[config.mk]
export PLATFORM = sky130hd
export DESIGN_NAME = regfile_write_sched_flat
export DESIGN_NICKNAME = d
export VERILOG_FILES = /design/src/rtl/regfile_write_sched_pkg.sv /design/src/rtl/regfile_write_sched_if.sv /design/src/rtl/regfile_write_sched_scoreboard.sv /design/src/rtl/regfile_write_sched.sv /design/src/flat_wrapper.sv
export SDC_FILE = /design/constraint.sdc
export NUM_CORES = 1
export LEC_CHECK = 0
export CAP_MARGIN = 10
export CORE_ASPECT_RATIO = 1.4
export CORE_MARGIN = 5
export CORE_UTILIZATION = 35
export DETAILED_ROUTE_END_ITERATION = 10
export PLACE_DENSITY = 0.67
export REMOVE_ABC_BUFFERS = 1
export SYNTH_ARGS = -nofsm -noshare
export SYNTH_HDL_FRONTEND = slang
export SYNTH_SLANG_ARGS = --single-unit
[constraint.sdc]
create_clock -name clk -period 9.1 [get_ports clk]
set_clock_uncertainty 0.15 [all_clocks]
set_input_delay 2.73 -clock clk [delete_from_list [all_inputs] [get_ports clk]]
set_output_delay 2.73 -clock clk [all_outputs]
set_load 0.005 [all_outputs]
[src/rtl/regfile_write_sched_pkg.sv]
// Shared CPU definitions for the register-file write scheduler.
//   REG_ZERO           - hard-wired zero register index
//   reg_idx_t          - 5-bit architectural register index
//   sched_state_t      - write-port arbitration FSM states
//   STARVE_MAX_DEFAULT - default forced-grant bound for the long-latency unit
package regfile_write_sched_pkg;

    typedef logic [4:0] reg_idx_t;

    localparam reg_idx_t REG_ZERO = 5'd0;

    localparam int STARVE_MAX_DEFAULT = 4;

    typedef enum logic [1:0] {
        ST_IDLE  = 2'd0,
        ST_DEFER = 2'd1,
        ST_FORCE = 2'd2
    } sched_state_t;

endpackage

[src/rtl/regfile_write_sched_if.sv]
// Bundle of every non-clock signal of the register-file write scheduler.
//   master : the CPU side (pipeline writeback, decode, long-latency unit)
//   slave  : the scheduler itself
//
// Handshake semantics:
//   issue_valid/issue_ack : an issue is accepted in exactly the cycle where
//     both are high; decode keeps issue_valid/issue_reg stable and retries
//     while issue_ack is low.
//   lu_req/lu_gnt : a long-latency result is consumed in exactly the cycle
//     where both are high; the unit must hold lu_req/lu_reg/lu_data stable
//     until it sees lu_gnt.
//   wb_valid has no handshake; the pipeline only freezes when wb_hold is high.
interface regfile_write_sched_if
    import regfile_write_sched_pkg::*;
#(
    parameter int DW = 32
);
    logic          wb_valid;
    reg_idx_t      wb_reg;
    logic [DW-1:0] wb_data;
    logic          wb_hold;
    logic          issue_valid;
    reg_idx_t      issue_reg;
    logic          issue_ack;
    logic          lu_req;
    reg_idx_t      lu_reg;
    logic [DW-1:0] lu_data;
    logic          lu_gnt;
    reg_idx_t      rs;
    reg_idx_t      rt;
    logic          hazard;
    logic          rf_we;
    reg_idx_t      rf_waddr;
    logic [DW-1:0] rf_wdata;
    logic [31:0]   pending;
    sched_state_t  state;     // debug view of the arbitration FSM

    modport master (
        output wb_valid, wb_reg, wb_data,
        output issue_valid, issue_reg,
        output lu_req, lu_reg, lu_data,
        output rs, rt,
        input  wb_hold, issue_ack, lu_gnt, hazard,
        input  rf_we, rf_waddr, rf_wdata, pending, state
    );

    modport slave (
        input  wb_valid, wb_reg, wb_data,
        input  issue_valid, issue_reg,
        input  lu_req, lu_reg, lu_data,
        input  rs, rt,
        output wb_hold, issue_ack, lu_gnt, hazard,
        output rf_we, rf_waddr, rf_wdata, pending, state
    );
endinterface

[src/rtl/regfile_write_sched_scoreboard.sv]
// Pending-destination scoreboard for ops in flight in the long-latency unit.
//   clk, rst     - clock, asynchronous active-high reset
//   clr_i        - a long-latency result is granted this cycle
//   clr_reg_i    - destination of that result (bit cleared at the edge)
//   set_valid_i  - decode requests an issue this cycle
//   set_reg_i    - destination of the issued op
//   set_ack_o    - issue accepted (destination not already pending)
//   rs_i, rt_i   - decode source registers
//   hazard_o     - a source register is still pending
//   pending_o    - registered pending vector
module regfile_write_sched_scoreboard
    import regfile_write_sched_pkg::*;
(
    input  logic        clk,
    input  logic        rst,
    input  logic        clr_i,
    input  reg_idx_t    clr_reg_i,
    input  logic        set_valid_i,
    input  reg_idx_t    set_reg_i,
    output logic        set_ack_o,
    input  reg_idx_t    rs_i,
    input  reg_idx_t    rt_i,
    output logic        hazard_o,
    output logic [31:0] pending_o
);

    logic [31:0] pending_q;
    logic [31:0] pending_d;

    // The ack looks at the pre-edge vector, so an issue to the register being
    // granted in the same cycle is refused and decode retries next cycle.
    assign set_ack_o = set_valid_i & ~pending_q[set_reg_i];

    assign hazard_o = ((rs_i != REG_ZERO) & pending_q[rs_i]) |
                      ((rt_i != REG_ZERO) & pending_q[rt_i]);

    always_comb begin
        pending_d = pending_q;
        if (clr_i) begin
            pending_d[clr_reg_i] = 1'b0;
        end
        // Register 0 is never tracked: writes to it are discarded anyway.
        if (set_ack_o && (set_reg_i != REG_ZERO)) begin
            pending_d[set_reg_i] = 1'b1;
        end
    end

    always_ff @(posedge clk or posedge rst) begin
        if (rst) begin
            pending_q <= '0;
        end else begin
            pending_q <= pending_d;
        end
    end

    assign pending_o = pending_q;

endmodule

[src/rtl/regfile_write_sched.sv]
// Single write-port scheduler in front of the CPU register file.
// Writeback has priority; the long-latency unit is granted when writeback is
// idle, and is force-granted (with writeback held) after STARVE_MAX refusals.
//   clk, rst - clock, asynchronous active-high reset
//   bus      - regfile_write_sched_if slave: writeback, issue, long-latency
//              result, decode sources, hazard, registered rf write port,
//              pending vector and FSM state
module regfile_write_sched
    import regfile_write_sched_pkg::*;
#(
    parameter int STARVE_MAX = STARVE_MAX_DEFAULT,
    parameter int DW         = 32
) (
    input  logic                 clk,
    input  logic                 rst,
    regfile_write_sched_if.slave bus
);

    localparam logic [3:0] STARVE_CNT = 4'(STARVE_MAX);

    sched_state_t  state_q, state_d;
    logic [3:0]    cnt_q, cnt_d;
    logic          hold_q, hold_d;
    logic          rf_we_q, rf_we_d;
    reg_idx_t      rf_waddr_q, rf_waddr_d;
    logic [DW-1:0] rf_wdata_q, rf_wdata_d;
    logic          sel_wb;
    logic          sel_lu;
    logic [31:0]   pending;

    // State register
    always_ff @(posedge clk or posedge rst) begin
        if (rst) begin
            state_q    <= ST_IDLE;
            cnt_q      <= '0;
            hold_q     <= 1'b0;
            rf_we_q    <= 1'b0;
            rf_waddr_q <= '0;
            rf_wdata_q <= '0;
        end else begin
            state_q    <= state_d;
            cnt_q      <= cnt_d;
            hold_q     <= hold_d;
            rf_we_q    <= rf_we_d;
            rf_waddr_q <= rf_waddr_d;
            rf_wdata_q <= rf_wdata_d;
        end
    end

    // Next-state logic; cnt counts consecutive refusals of a waiting lu_req.
    always_comb begin
        state_d = state_q;
        cnt_d   = cnt_q;
        hold_d  = 1'b0;
        case (state_q)
            ST_IDLE: begin
                cnt_d = '0;
                if (bus.lu_req && bus.wb_valid) begin
                    cnt_d   = 4'd1;
                    state_d = ST_DEFER;
                end
            end
            ST_DEFER: begin
                // A dropped lu_req here is unit misuse; recover to IDLE.
                if (!bus.lu_req || !bus.wb_valid) begin
                    cnt_d   = '0;
                    state_d = ST_IDLE;
                end else begin
                    cnt_d = cnt_q + 4'd1;
                end
            end
            ST_FORCE: begin
                cnt_d   = '0;
                state_d = ST_IDLE;
            end
            default: begin
                cnt_d   = '0;
                state_d = ST_IDLE;
            end
        endcase
        // Reaching the bound freezes writeback for the following cycle, which
        // is the cycle spent in FORCE granting the long-latency unit.
        if ((state_d == ST_DEFER) && (cnt_d >= STARVE_CNT)) begin
            state_d = ST_FORCE;
            hold_d  = 1'b1;
        end
    end

    // Output logic: write-port selection and registered rf write staging.
    always_comb begin
        sel_wb = 1'b0;
        sel_lu = 1'b0;
        case (state_q)
            ST_IDLE, ST_DEFER: begin
                sel_wb = bus.wb_valid;
                sel_lu = bus.lu_req & ~bus.wb_valid;
            end
            ST_FORCE: begin
                sel_lu = bus.lu_req;
            end
            default: begin
                sel_wb = 1'b0;
                sel_lu = 1'b0;
            end
        endcase

        rf_we_d    = 1'b0;
        rf_waddr_d = rf_waddr_q;
        rf_wdata_d = rf_wdata_q;
        if (sel_lu) begin
            rf_we_d    = (bus.lu_reg != REG_ZERO);
            rf_waddr_d = bus.lu_reg;
            rf_wdata_d = bus.lu_data;
        end else if (sel_wb) begin
            rf_we_d    = (bus.wb_reg != REG_ZERO);
            rf_waddr_d = bus.wb_reg;
            rf_wdata_d = bus.wb_data;
        end
    end

    regfile_write_sched_scoreboard u_scoreboard (
        .clk         (clk),
        .rst         (rst),
        .clr_i       (sel_lu),
        .clr_reg_i   (bus.lu_reg),
        .set_valid_i (bus.issue_valid),
        .set_reg_i   (bus.issue_reg),
        .set_ack_o   (bus.issue_ack),
        .rs_i        (bus.rs),
        .rt_i        (bus.rt),
        .hazard_o    (bus.hazard),
        .pending_o   (pending)
    );

    assign bus.lu_gnt   = sel_lu;
    assign bus.wb_hold  = hold_q;
    assign bus.rf_we    = rf_we_q;
    assign bus.rf_waddr = rf_waddr_q;
    assign bus.rf_wdata = rf_wdata_q;
    assign bus.pending  = pending;
    assign bus.state    = state_q;

    // Writeback to a register still owed by the long-latency unit is a
    // pipeline WAW bug: the late result would overwrite the newer value.
    waw_to_pending_reg: assert property (@(posedge clk) disable iff (rst)
        !(bus.wb_valid && (bus.wb_reg != REG_ZERO) && pending[bus.wb_reg]));

endmodule

[src/flat_wrapper.sv]
// flat-port wrapper written by rule: the top's interface ports become plain ports
module regfile_write_sched_flat import regfile_write_sched_pkg::*;
#(
    parameter int STARVE_MAX = STARVE_MAX_DEFAULT,
    parameter int DW         = 32
)
  (clk, rst, bus_wb_valid, bus_wb_reg, bus_wb_data, bus_issue_valid, bus_issue_reg, bus_lu_req, bus_lu_reg, bus_lu_data, bus_rs, bus_rt, bus_wb_hold, bus_issue_ack, bus_lu_gnt, bus_hazard, bus_rf_we, bus_rf_waddr, bus_rf_wdata, bus_pending, bus_state);
  regfile_write_sched_if #(.DW(DW)) bus_i ();
  input  logic clk;
  input  logic rst;
  input wire logic [$bits(bus_i.wb_valid)-1:0] bus_wb_valid;
  input wire logic [$bits(bus_i.wb_reg)-1:0] bus_wb_reg;
  input wire logic [$bits(bus_i.wb_data)-1:0] bus_wb_data;
  input wire logic [$bits(bus_i.issue_valid)-1:0] bus_issue_valid;
  input wire logic [$bits(bus_i.issue_reg)-1:0] bus_issue_reg;
  input wire logic [$bits(bus_i.lu_req)-1:0] bus_lu_req;
  input wire logic [$bits(bus_i.lu_reg)-1:0] bus_lu_reg;
  input wire logic [$bits(bus_i.lu_data)-1:0] bus_lu_data;
  input wire logic [$bits(bus_i.rs)-1:0] bus_rs;
  input wire logic [$bits(bus_i.rt)-1:0] bus_rt;
  output wire logic [$bits(bus_i.wb_hold)-1:0] bus_wb_hold;
  output wire logic [$bits(bus_i.issue_ack)-1:0] bus_issue_ack;
  output wire logic [$bits(bus_i.lu_gnt)-1:0] bus_lu_gnt;
  output wire logic [$bits(bus_i.hazard)-1:0] bus_hazard;
  output wire logic [$bits(bus_i.rf_we)-1:0] bus_rf_we;
  output wire logic [$bits(bus_i.rf_waddr)-1:0] bus_rf_waddr;
  output wire logic [$bits(bus_i.rf_wdata)-1:0] bus_rf_wdata;
  output wire logic [$bits(bus_i.pending)-1:0] bus_pending;
  output wire logic [$bits(bus_i.state)-1:0] bus_state;
  assign bus_i.wb_valid = bus_wb_valid;
  assign bus_i.wb_reg = bus_wb_reg;
  assign bus_i.wb_data = bus_wb_data;
  assign bus_i.issue_valid = bus_issue_valid;
  assign bus_i.issue_reg = bus_issue_reg;
  assign bus_i.lu_req = bus_lu_req;
  assign bus_i.lu_reg = bus_lu_reg;
  assign bus_i.lu_data = bus_lu_data;
  assign bus_i.rs = bus_rs;
  assign bus_i.rt = bus_rt;
  assign bus_wb_hold = bus_i.wb_hold;
  assign bus_issue_ack = bus_i.issue_ack;
  assign bus_lu_gnt = bus_i.lu_gnt;
  assign bus_hazard = bus_i.hazard;
  assign bus_rf_we = bus_i.rf_we;
  assign bus_rf_waddr = bus_i.rf_waddr;
  assign bus_rf_wdata = bus_i.rf_wdata;
  assign bus_pending = bus_i.pending;
  assign bus_state = bus_i.state;
  regfile_write_sched #(.STARVE_MAX(STARVE_MAX), .DW(DW)) u_core (.clk(clk), .rst(rst), .bus(bus_i));
endmodule
Yosys cells after proc, flatten, opt, wreduce, memory -nomap -nowiden

Index checks and enable logic that the tools add are counted.

Reduce and logical (&&, ||, !) cells: 16
Equal/unequal tests: 3
Bitwise logic cells: 10
Multiplexer cells: 28
Divide/modulo/power cells: 0
$lt $le $gt $ge: 7
Shift-type cells: 0
Multipliers: 0
Add/subtract/negate cells: 1

Operator list:

| cell                  | number |
|---|---|
| $mux W32              | 4 |
| $and A32 B32 Y32      | 1 |
| $not A32 Y32          | 1 |
| $or A32 B32 Y32       | 1 |
| $reduce_bool A5 Y1    | 5 |
| $lt A5 B6 Y1 const B  | 4 |
| $bmux W1 S5           | 3 |
| $demux W1 S5          | 2 |
| $ge A5 B1 Y1 const B  | 2 |
| $mux W1               | 10 |
| $mux W5               | 2 |
| $pmux W4 S2           | 1 |
| $mux W2               | 3 |
| $logic_and A1 B1 Y1   | 5 |
| $add A4 B1 Y4 const B | 1 |
| $and A1 B1 Y1         | 4 |
| $eq A2 B1 Y1 const B  | 2 |
| $ge A4 B3 Y1 const B  | 1 |
| $mux W4               | 1 |
| $pmux W2 S2           | 1 |
| $eq A2 B2 Y1 const B  | 1 |
| $logic_not A1 Y1      | 2 |
| $logic_not A2 Y1      | 1 |
| $not A1 Y1            | 2 |
| 5 further kinds       | 5 |

ROM bits: 0
Register bits after elaboration: 77
RAM bits: 0
Bits in latches: 0
Memories kept: 0
Output and inout port bits: 76

Longest topological paths before layout

Word-level depth: 9
Depth in mapped cells: 7

Cells and area by module

From an unflattened synthesis, not the netlist that was laid out.

Cell total of the unflattened synthesis: 389
Area, all modules: 4357.9 µm²

By module, submodules not included:

| module                         | area each (µm²) | cells each | times used |
|---|---|---|---|
| regfile_write_sched_scoreboard | 2353.5          | 225        | 1 |
| regfile_write_sched            | 2004.4          | 164        | 1 |

Worst setup path after synthesis

No wires, ideal clock.

Path type: input to output
Start: input port bus_rs[1]
End: output port bus_hazard
Data required time: 6220 ps
Arrival time: 4123 ps
Stages on the path: 6
Setup slack: 2097 ps
Path through: clkbuf_1 mux4_2 nand4b_1 nand4_1 a211oi_1 nand3_1

Word-level cells in the longest chain between the ends: 4
Elaborated cells between the ends (all ways): 5
Classes of those cells: mux (2); bitwise (2); reduce/logical (1)

RTL lines:

| what                          | RTL line                             | text |
|---|---|---|
| start: declaration            | flat_wrapper.sv:19                   | `input wire logic [$bits(bus_i.rs)-1:0] bus_rs;` |
| $bmux W1 S5                   | regfile_write_sched_scoreboard.sv:34 | `assign hazard_o = ((rs_i != REG_ZERO) & pending_q[rs_i]) \|` |
| $mux W1 (not written as such) | regfile_write_sched_scoreboard.sv:34 |  |
| $and A1 B1 Y1 (*)             | regfile_write_sched_scoreboard.sv:34 |  |
| $or A1 B1 Y1 (*)              | regfile_write_sched_scoreboard.sv:34 |  |
| end: declaration              | flat_wrapper.sv:24                   | `output wire logic [$bits(bus_i.hazard)-1:0] bus_hazard;` |

Every way passes the cells marked *; elsewhere a longest branch is shown, timed or not. The select of a mux whose other input is x is not followed.

Worst setup path after layout

Start: input port bus_issue_reg[0]
End: output port bus_issue_ack

Word-level cells in the longest chain between the ends: 4

RTL lines:

| what                          | RTL line                             | text |
|---|---|---|
| start: declaration            | flat_wrapper.sv:15                   | `input wire logic [$bits(bus_i.issue_reg)-1:0] bus_issue_reg;` |
| $bmux W1 S5                   | regfile_write_sched_scoreboard.sv:32 | `assign set_ack_o = set_valid_i & ~pending_q[set_reg_i];` |
| $mux W1 (not written as such) | regfile_write_sched_scoreboard.sv:32 |  |
| $not A1 Y1                    | regfile_write_sched_scoreboard.sv:32 |  |
| $and A1 B1 Y1                 | regfile_write_sched_scoreboard.sv:32 |  |
| end: declaration              | flat_wrapper.sv:22                   | `output wire logic [$bits(bus_i.issue_ack)-1:0] bus_issue_ack;` |

Every way passes these cells. The select of a mux whose other input is x is not followed.

==> results.cfg <==
[layout]
multi_input_area_mm2 = 0.002042
syn2layout_area_growth_pct = 47.96
nFillCells = 1068
insertedDiodeCount = 0
seq_area_mm2 = 0.001927
layout-drive-gt1-share_pct = 10.51
fin_area_mm2 = 0.006265
nNetsFinal = 661

[drt]
drcViolationCount = 0
wl_per_cell_um = 22.11
drt_wl_total_um = 15880
drt_iter0_markers = 331
ant_nets = 0
drt-pass1-iter-count = 6
vias_per_cell = 5.777
via_count = 4148

[global_route]
met1_usage_pct = 26.57
met2_usage_pct = 37.88
grt_pass1_wl_um = 24620
grt_pass1_vias = 4296
grt_usage_pct = 22.20
grt_max_degree = 78
antenna_found_initial = 0
grt_util_met3_pct = 4.975
top_usage_layer = met2
grt-ovfl-total = 0

[worst_setup_path]
arrival_ns = 5.32
end_kind = primary output
worstSetupPathType = in -> out
r2r_cells = 7
reg2reg_setup_slack_ns = 6.61
rr_startpoint = u_core.bus.state[1]
worst_setup_path_start_kind = primary input
worstPathRequired_ns = 6.22
reg2reg_to = u_core.u_scoreboard.pending_o[15]
crit_start = bus_issue_reg[0]
critical_path_peak_fanout = 13

[synthesis]
yosys.area_share.simple_pct = 14.30
yosys.area.top_type = dfrtp_1
synth_most_common_cell = dfrtp_1
ys_types = 47
ys_seq_area_share_pct = 45.51
synth_compound_area_share_pct = 19.89
yosysWarningCount = 0
synthArstFlopShare_pct = 100.0
synth_fa_ha_area_share_pct = 0.2955
synth_top_family_by_area = compound AO/OA/AOI/OAI gates
synth-xor-area-share_pct = 0.6206
synthFlopType = dfrtp_1
netlist.area_leader.share_pct = 45.51
synthTopCellsByCount = dfrtp_1, nand2_1, inv_1, o21ai_0, nor2_1
netlist_instances = 411
synthMuxAreaShare_pct = 12.97
synth_area_mm2 = 0.004234
ys_ff_latch = 77
synth_edf_count = 0
synthTopCellsByArea = dfrtp_1, mux4_2, a222oi_1
syn_area_per_cell_um2 = 10.30

[place]
hpwl_um = 12170
placed_cell_area_mm2 = 0.006011
gp_congestion = 0.9726
io_buffers = 169

[sta]
setup_violations = 0
tightest_slew_ns = 1.224
max_freq_mhz = 121.9
finalHoldViolCount = 0
fin_setup_tns_ns = 0
min_period_over_period_pct = 90.15
slew_viol_final = 0
max_slew_margin_pct = 18.42
period_minus_slack_ns = 8.204
rsz0062_at_grt = no
worst_hold_slack_ns = 0.3438

[power_and_ir_drop]
leakagePower_nw = 2.520
power.density_mw_per_mm2 = 198.5
peakVddDrop_mv = 0.1035
total_power_mw = 1.243

[clock_tree]
ctsHoldBuffers = 0
max-clock-path-buffers = 2
clock_latency_ns = 0.34
clock_sinks = 77
cts_max_level = 3
clock-root-buffer = clkbuf_16
post-cts-setup-buffer-count = 0
cts_buffers = 9
path_clk_slew_ns = 0.05
tritoncts = built
cts_resized = 0

[floorplan]
placementRows = 47
die_area_mm2 = 0.01443
coreArea_mm2 = 0.01182
io_pins = 170
die_h_um = 140.1
dieWidth_um = 103.0
start_util_pct = 35.82

[outcome]
status = complete, no violations

[min_path]
hp-class = reg -> reg
holdPathEnd = u_core.bus.rf_waddr[4]
min_path_cells = 2
min_from = u_core.bus.rf_waddr[4]

[run]
cap_violations = 0
-- metrics by stage --
step / std cells / worst slack (ns) / utilization (%)
after global placement: 702 / 0.9280 / 50.85
after detailed placement: 702 / 0.8755 / 50.85
after global routing: 718 / 0.7514 / 53.00
final: 718 / 0.8961 / 53.00
after floorplan: 381 / 1.966 / -
after CTS: 718 / 0.8747 / 53.00
-- power breakdown --
group          internal, mW  switching [mW]
clock                 0.184           0.132
sequential            0.408          0.0984
combinational         0.260           0.161
-- kinds of logic after synthesis --
kind of cell               after synthesis
muxes                                   27
buffers and inverters                   64
adders and majority gates                1
and+or+nand+nor                        123
xor gates and xnor gates                 3
DFF                                     77
AOI/OAI and AO/OA                      116
-- layout by cell type, fill, tap and decap left out, types with 2 or more instances in the layout --
cell type,netlist,routed
and3_1,2,2
clkdlybuf4s50_1,0,169
a22o_1,2,2
inv_1,34,33
nand2_1,39,39
clkinv_2,0,3
a21oi_1,3,3
o22ai_1,9,9
nor2b_1,3,2
nand3_1,11,11
o21ai_2,16,17
and2_1,2,2
mux4_1,4,4
nor3b_1,3,3
nand4b_1,4,4
mux4_2,17,17
nand4_1,5,5
clkbuf_1,19,5
or3b_2,2,2
or3_1,2,2
dfrtp_1,77,77
nor3_1,5,5
nor2_1,30,30
xor2_1,2,2
mux2i_1,5,5
nand2b_1,5,5
buf_4,0,5
o21ai_1,14,13
nand3b_1,4,4
or2_2,2,2
o21ai_0,34,34
o31ai_1,3,3
a222oi_1,28,28
clkbuf_16,0,9
-- routing by layer --
layer,wire length [um],vias to the layer above
met5,0,-
met4,513,0
met3,1217,38
met2,8310,215
met1,5835,2045
li1,-,1850
-- critical path, stage by stage --
cell and delay (ns):
clkdlybuf4s50_1 0.82, mux4_1 0.63, a22o_1 0.22, a311oi_2 0.25, nand2_2 0.11, inv_1 0.07
clkdlybuf4s50_1 0.49
-- layout make-up --
class / count / share of cell area (%)
Clock buffer: 14 / 3.895
Clock inverter: 2 / 0.1598
Inverter: 34 / 2.057
Multi-Input combinational cell: 270 / 32.59
Sequential cell: 77 / 30.76
Tap cell: 147 / 2.936
Timing Repair Buffer: 174 / 27.60
-- sequential cells by signal (all words and copies together), names as in the netlist --
| register | cells |
|---|---|
| u_core.cnt_q | 4 |
| u_core.bus.state | 2 |
| u_core.u_scoreboard.pending_o | 32 |
| u_core.bus.rf_wdata | 32 |
| u_core.bus.rf_waddr | 5 |
| u_core.bus.wb_hold | 1 |
| u_core.bus.rf_we | 1 |
-- worst max path at each step --
stage                               end  cells after the start
after CTS                 bus_issue_ack                      7
after global placement    bus_issue_ack                      7
final                     bus_issue_ack                      7
after detailed placement  bus_issue_ack                      7
after floorplan           bus_issue_ack                      5
after global routing      bus_issue_ack                      7
Power figures use the tool's default switching activity.
==> edit 1 (same settings) <==
`DW` is set to 32 in 3 places; all go to 36.
--- a/src/rtl/regfile_write_sched_if.sv
+++ b/src/rtl/regfile_write_sched_if.sv
@@ -14,5 +14,5 @@
     import regfile_write_sched_pkg::*;
 #(
-    parameter int DW = 32
+    parameter int DW = 36
 );
     logic          wb_valid;
--- a/src/rtl/regfile_write_sched.sv
+++ b/src/rtl/regfile_write_sched.sv
@@ -10,5 +10,5 @@
 #(
     parameter int STARVE_MAX = STARVE_MAX_DEFAULT,
-    parameter int DW         = 32
+    parameter int DW         = 36
 ) (
     input  logic                 clk,
--- a/src/flat_wrapper.sv
+++ b/src/flat_wrapper.sv
@@ -3,5 +3,5 @@
 #(
     parameter int STARVE_MAX = STARVE_MAX_DEFAULT,
-    parameter int DW         = 32
+    parameter int DW         = 36
 )
   (clk, rst, bus_wb_valid, bus_wb_reg, bus_wb_data, bus_issue_valid, bus_issue_reg, bus_lu_req, bus_lu_reg, bus_lu_data, bus_rs, bus_rt, bus_wb_hold, bus_issue_ack, bus_lu_gnt, bus_hazard, bus_rf_we, bus_rf_waddr, bus_rf_wdata, bus_pending, bus_state);
Ports: changed (resized bus_lu_data, bus_rf_wdata and bus_wb_data); port bits go from 170 to 182. The function was not compared with the original's and may differ.
==> edit 1 against the original RTL <==
Register-to-register slack worse by 0.18 ns; wire length unchanged; setup slack worse by 0.14 ns; power down 1.7%; combinational power down 13%; area after synthesis up 4.1%; final area up 5.7%; sequential cell count up 4; sequential share of layout area down 0.15 points; largest power group unchanged; highest routed layer unchanged.
==> edit 1: results <==
worst_setup_path:
  cp-startpoint: "bus_issue_reg[0]"
  r2r-end: "u_core.u_scoreboard.pending_o[22]"
  rr_worst_depth: 8
  crit_fanout: 15
  slowest_stage: "clkdlybuf4s50_1"
  cp.arrival_ns: 5.46
  r2r_slack_ns: 6.43
clocking:
  cts.clk_slew.worst_paths_ns: 0.06
  htree_levels: 3
  clk_latency_ns: 0.33
  ctsResizeCount: 0
drt:
  drt-initial-drc-count: 302
  first_pass_iters: 9
  drc: 0
  wl_um: 15900
  via_count: 4305
synth:
  yosys-top-cells-count: "dfrtp_1 (81), inv_1 (39), a222oi_1 (32), nand2_1 (32), nor2_1 (29)"
  synth_area_leaders: "dfrtp_1 (46%), mux4_2 (8.2%), a222oi_1 (7.3%), a22o_1 (3.4%), inv_1 (3.3%)"
  synth_cell_type_count: 59
  synth.yosys.seq_area_share: 0.460
timing:
  slew_headroom: 0.316
  hold_slack_ns: 0.333
placement:
  globalplace.congestion: 0.999
  dp_hpwl_um: 11900
  port_buffers: 181
grt:
  grt_pass1_vias: 4512
  grt_pass1_wl_um: 25100
  grt_max_degree: 82
  grt.total_usage: 0.211
run_status:
  outcome: "finished clean"
power_and_ir_drop:
  vdd_drop_max_mv: 0.111
  cellLeakagePower_uw: 0.00273
layout:
  drive_above_1_share: 0.0948
  antennaDiodeCount: 0
  nNetsFinal: 678
hold_path:
  hold_end: "u_core.bus.rf_waddr[4]"
==> edit 1: cell families (layout without fill, tap and decap cells) <==
group | after synthesis | after routing | synth area share
and+or+nand+nor | 126 | 126 | 0.156
AOI/OAI and AO/OA | 96 | 96 | 0.182
DFF | 81 | 81 | 0.460
buffers and inverters | 71 | 243 | 0.0653
muxes | 30 | 30 | 0.129
xor gates and xnor gates | 3 | 3 | 0.00596
adders and majority gates | 1 | 1 | 0.00284
==> edit 1: cell type report <==
class / instances / area (µm²)
inverters: 40 / 151
repair buffers: 187 / 1860
clock inverters: 4 / 52.6
multi-input cells: 256 / 2100
flip-flops and latches: 81 / 2030
clock buffers: 12 / 246
well taps: 150 / 188
fillers: 1116 / 5750
==> edit 1: how the worst max path moves through the flow <==
stage                               end  cells past startpoint
after floorplan              bus_hazard                      4
after detailed placement  bus_issue_ack                      7
after CTS                 bus_issue_ack                      7
after global placement    bus_issue_ack                      7
after global routing      bus_issue_ack                      7
final                     bus_issue_ack                      7
==> edit 1: stage by stage <==
stage,area (µm²),std cells,worst slack [ns],util
floorplan,4270,377,2.37,-
global placement,6320,714,0.766,0.511
detailed placement,6320,714,0.769,0.511
CTS,6620,730,0.755,0.535
global route,6620,730,0.569,0.535
finish,6620,730,0.758,0.535
==> edit 1: power breakdown <==
group / internal (µW) / switching (µW) / leakage (µW)
Clock: 220 / 144 / 0.000135
Combinational: 235 / 130 / 0.00162
Sequential: 416 / 76.2 / 0.000983
Total: 871 / 351 / 0.00273
==> edit 1: worst min-delay path, stage by stage (launching register included) <==
cell	delay, ns
dfrtp_1	0.34
a222oi_1	0.06
inv_1	0.05
==> edit 1: layer usage <==
layer,vias up,wire (µm),track usage
met1,2125,5580,0.240
met2,242,8330,0.378
met5,-,0,0
li1,1892,-,-
met4,0,599,0.0970
met3,46,1370,0.0457
==> edit 2 (config.mk and constraints unchanged) <==
Without the edit above. `rf_wdata_q` no longer has a reset.
--- a/src/rtl/regfile_write_sched.sv
+++ b/src/rtl/regfile_write_sched.sv
@@ -37,5 +37,4 @@
             rf_we_q    <= 1'b0;
             rf_waddr_q <= '0;
-            rf_wdata_q <= '0;
         end else begin
             state_q    <= state_d;
@@ -44,6 +43,9 @@
             rf_we_q    <= rf_we_d;
             rf_waddr_q <= rf_waddr_d;
-            rf_wdata_q <= rf_wdata_d;
         end
+    end
+
+    always_ff @(posedge clk) begin
+        rf_wdata_q <= rf_wdata_d;
     end
 
Formal check against the unedited RTL: not equivalent (a bounded check fails within 4 cycles, from zero or initial values and one cycle with rst high).
==> edit 2 against the original RTL <==
Critical endpoint unchanged; wire length fell by 6.3%; area after synthesis rose by 1.1%; largest power group unchanged; critical path depth fell by 1; power down 3.6%; sequential share of layout area rose by 2.2 points; setup slack worse by 0.25 ns; final cell count grew 3.5%; final area increased by 1.1%; sequential cell count stayed put.
==> edit 2: results <==
layout:
  nNetsFinal: 686
  nFillCells: 1073
  antennaDiodeCount: 0
  drive_above_1_share: 0.0688
grt:
  grt.met2_usage: 0.347
  grt_pass1_wl_um: 22800
  grt_max_degree: 46
  grt_pass1_vias: 4278
  met3_usage: 0.0460
  use_met1: 0.230
  grt.total_usage: 0.203
clocking:
  cts-buffers-inserted: 9
  cts.clk_slew.worst_paths_ns: 0.06
  clk_latency_ns: 0.34
  cts_setup_buffers: 0
  htree_levels: 3
  ctsResizeCount: 0
  clk_path_buf_depth: 2
  root_buffer: "clkbuf_16"
timing:
  slew_headroom: 0.420
  max_freq_mhz: 118
power_and_ir_drop:
  cellLeakagePower_uw: 0.00252
  vdd_drop_max_mv: 0.110
worst_setup_path:
  r2r_slack_ns: 6.52
  endpoint_kind: "primary output"
  cp.arrival_ns: 5.58
  slowest_delay_ns: 0.80
  r2r_start: "u_core.u_scoreboard.pending_o[17]"
  rr_worst_depth: 5
  crit_end: "bus_issue_ack"
  r2r-end: "u_core.u_scoreboard.pending_o[29]"
  cp_top_family: "buffers and inverters"
  cp-startpoint: "bus_issue_reg[0]"
  slowest_stage: "clkdlybuf4s50_1"
  crit_fanout: 12
hold_path:
  min_path_type: "reg2reg"
  min-delay-start: "u_core.bus.rf_waddr[0]"
synth:
  synth.yosys.seq_area_share: 0.488
  synth_area_leaders: "dfrtp_1 (26%), edfxtp_1 (22%), nand2_1 (12%), mux4_2 (8.4%), o21ai_0 (3.3%)"
  async_reset_ff_frac: 0.584
  yosys-top-cells-count: "nand2_1 (134), dfrtp_1 (45), edfxtp_1 (32), o21ai_0 (28), o21ai_1 (20)"
  yosysWarnings: 0
  synth-edff-count: 32
  synth_cell_type_count: 54
run_status:
  outcome: "finished clean"
placement:
  dp_hpwl_um: 11200
  port_buffers: 169
  post-place-ws_ns: 0.681
  globalplace.congestion: 0.858
drt:
  viasPerCell: 5.59
  first_pass_iters: 5
  drt-initial-drc-count: 404
  routedWlPerCell_um: 20.0
edit 2: power by group:
part	leakage [µW]	total, µW	internal (µW)	switching (µW)
Combinational	0.00149	345	214	131
Sequential	0.000888	497	421	76.6
Clock	0.000144	356	212	144
edit 2: cell type report:
class / count / area [µm²] / share of cell area
multi-input combinational: 316 / 2000 / 0.316
clock inverter: 6 / 61.3 / 0.00968
clock buffer: 10 / 229 / 0.0361
timing repair buffer: 173 / 1720 / 0.272
sequential: 77 / 2090 / 0.329
inverter: 14 / 52.6 / 0.00830
tap: 147 / 184 / 0.0290
edit 2: worst min-delay path by stage:
stage / end / slack, ns / cells past startpoint
3_3_place_gp: u_core.bus.rf_waddr[2] / 0.34 / 2
5_1_grt: u_core.cnt_q[0] / 0.39 / 1
2_1_floorplan: u_core.cnt_q[0] / 0.32 / 1
6_report: u_core.bus.rf_waddr[0] / 0.37 / 2
3_5_place_dp: u_core.bus.rf_waddr[0] / 0.35 / 2
4_1_cts: u_core.bus.rf_waddr[0] / 0.37 / 2
edit 2: cells by family after synthesis:
family / after synthesis / share of synthesized area
xor+xnor: 3 / 0.00614
fa+ha+maj: 1 / 0.00292
buf+inv: 41 / 0.0450
compound gates: 80 / 0.123
simple gates: 203 / 0.209
flops: 77 / 0.488
mux: 29 / 0.127
edit 2: stage by stage:
| stage | util | std cells | cell area [µm²] | total power [µW] | hold WS, ns |
|---|---|---|---|---|---|
| floorplan | - | 407 | 4140 | 608 | 0.318 |
| global placement | 0.506 | 727 | 6040 | 837 | 0.344 |
| detailed placement | 0.506 | 727 | 6040 | 846 | 0.355 |
| CTS | 0.531 | 743 | 6330 | 1200 | 0.374 |
| global route | 0.531 | 743 | 6330 | 1250 | 0.393 |
| finish | 0.531 | 743 | 6330 | 1200 | 0.371 |
edit 2: worst reg2reg max path, stage by stage (launching register included):
cell and delay, ns:
dfrtp_1 0.43, mux4_1 0.52, a22o_1 0.29, inv_1 0.07, nand3_1 0.60, o21ai_0 0.42
edit 2: per-layer routing:
metal	routed length (µm)	vias to the layer above
met1	5390	1980
met2	7710	243
li1	-	1878
met3	1180	55
met4	605	0
met5	0	-
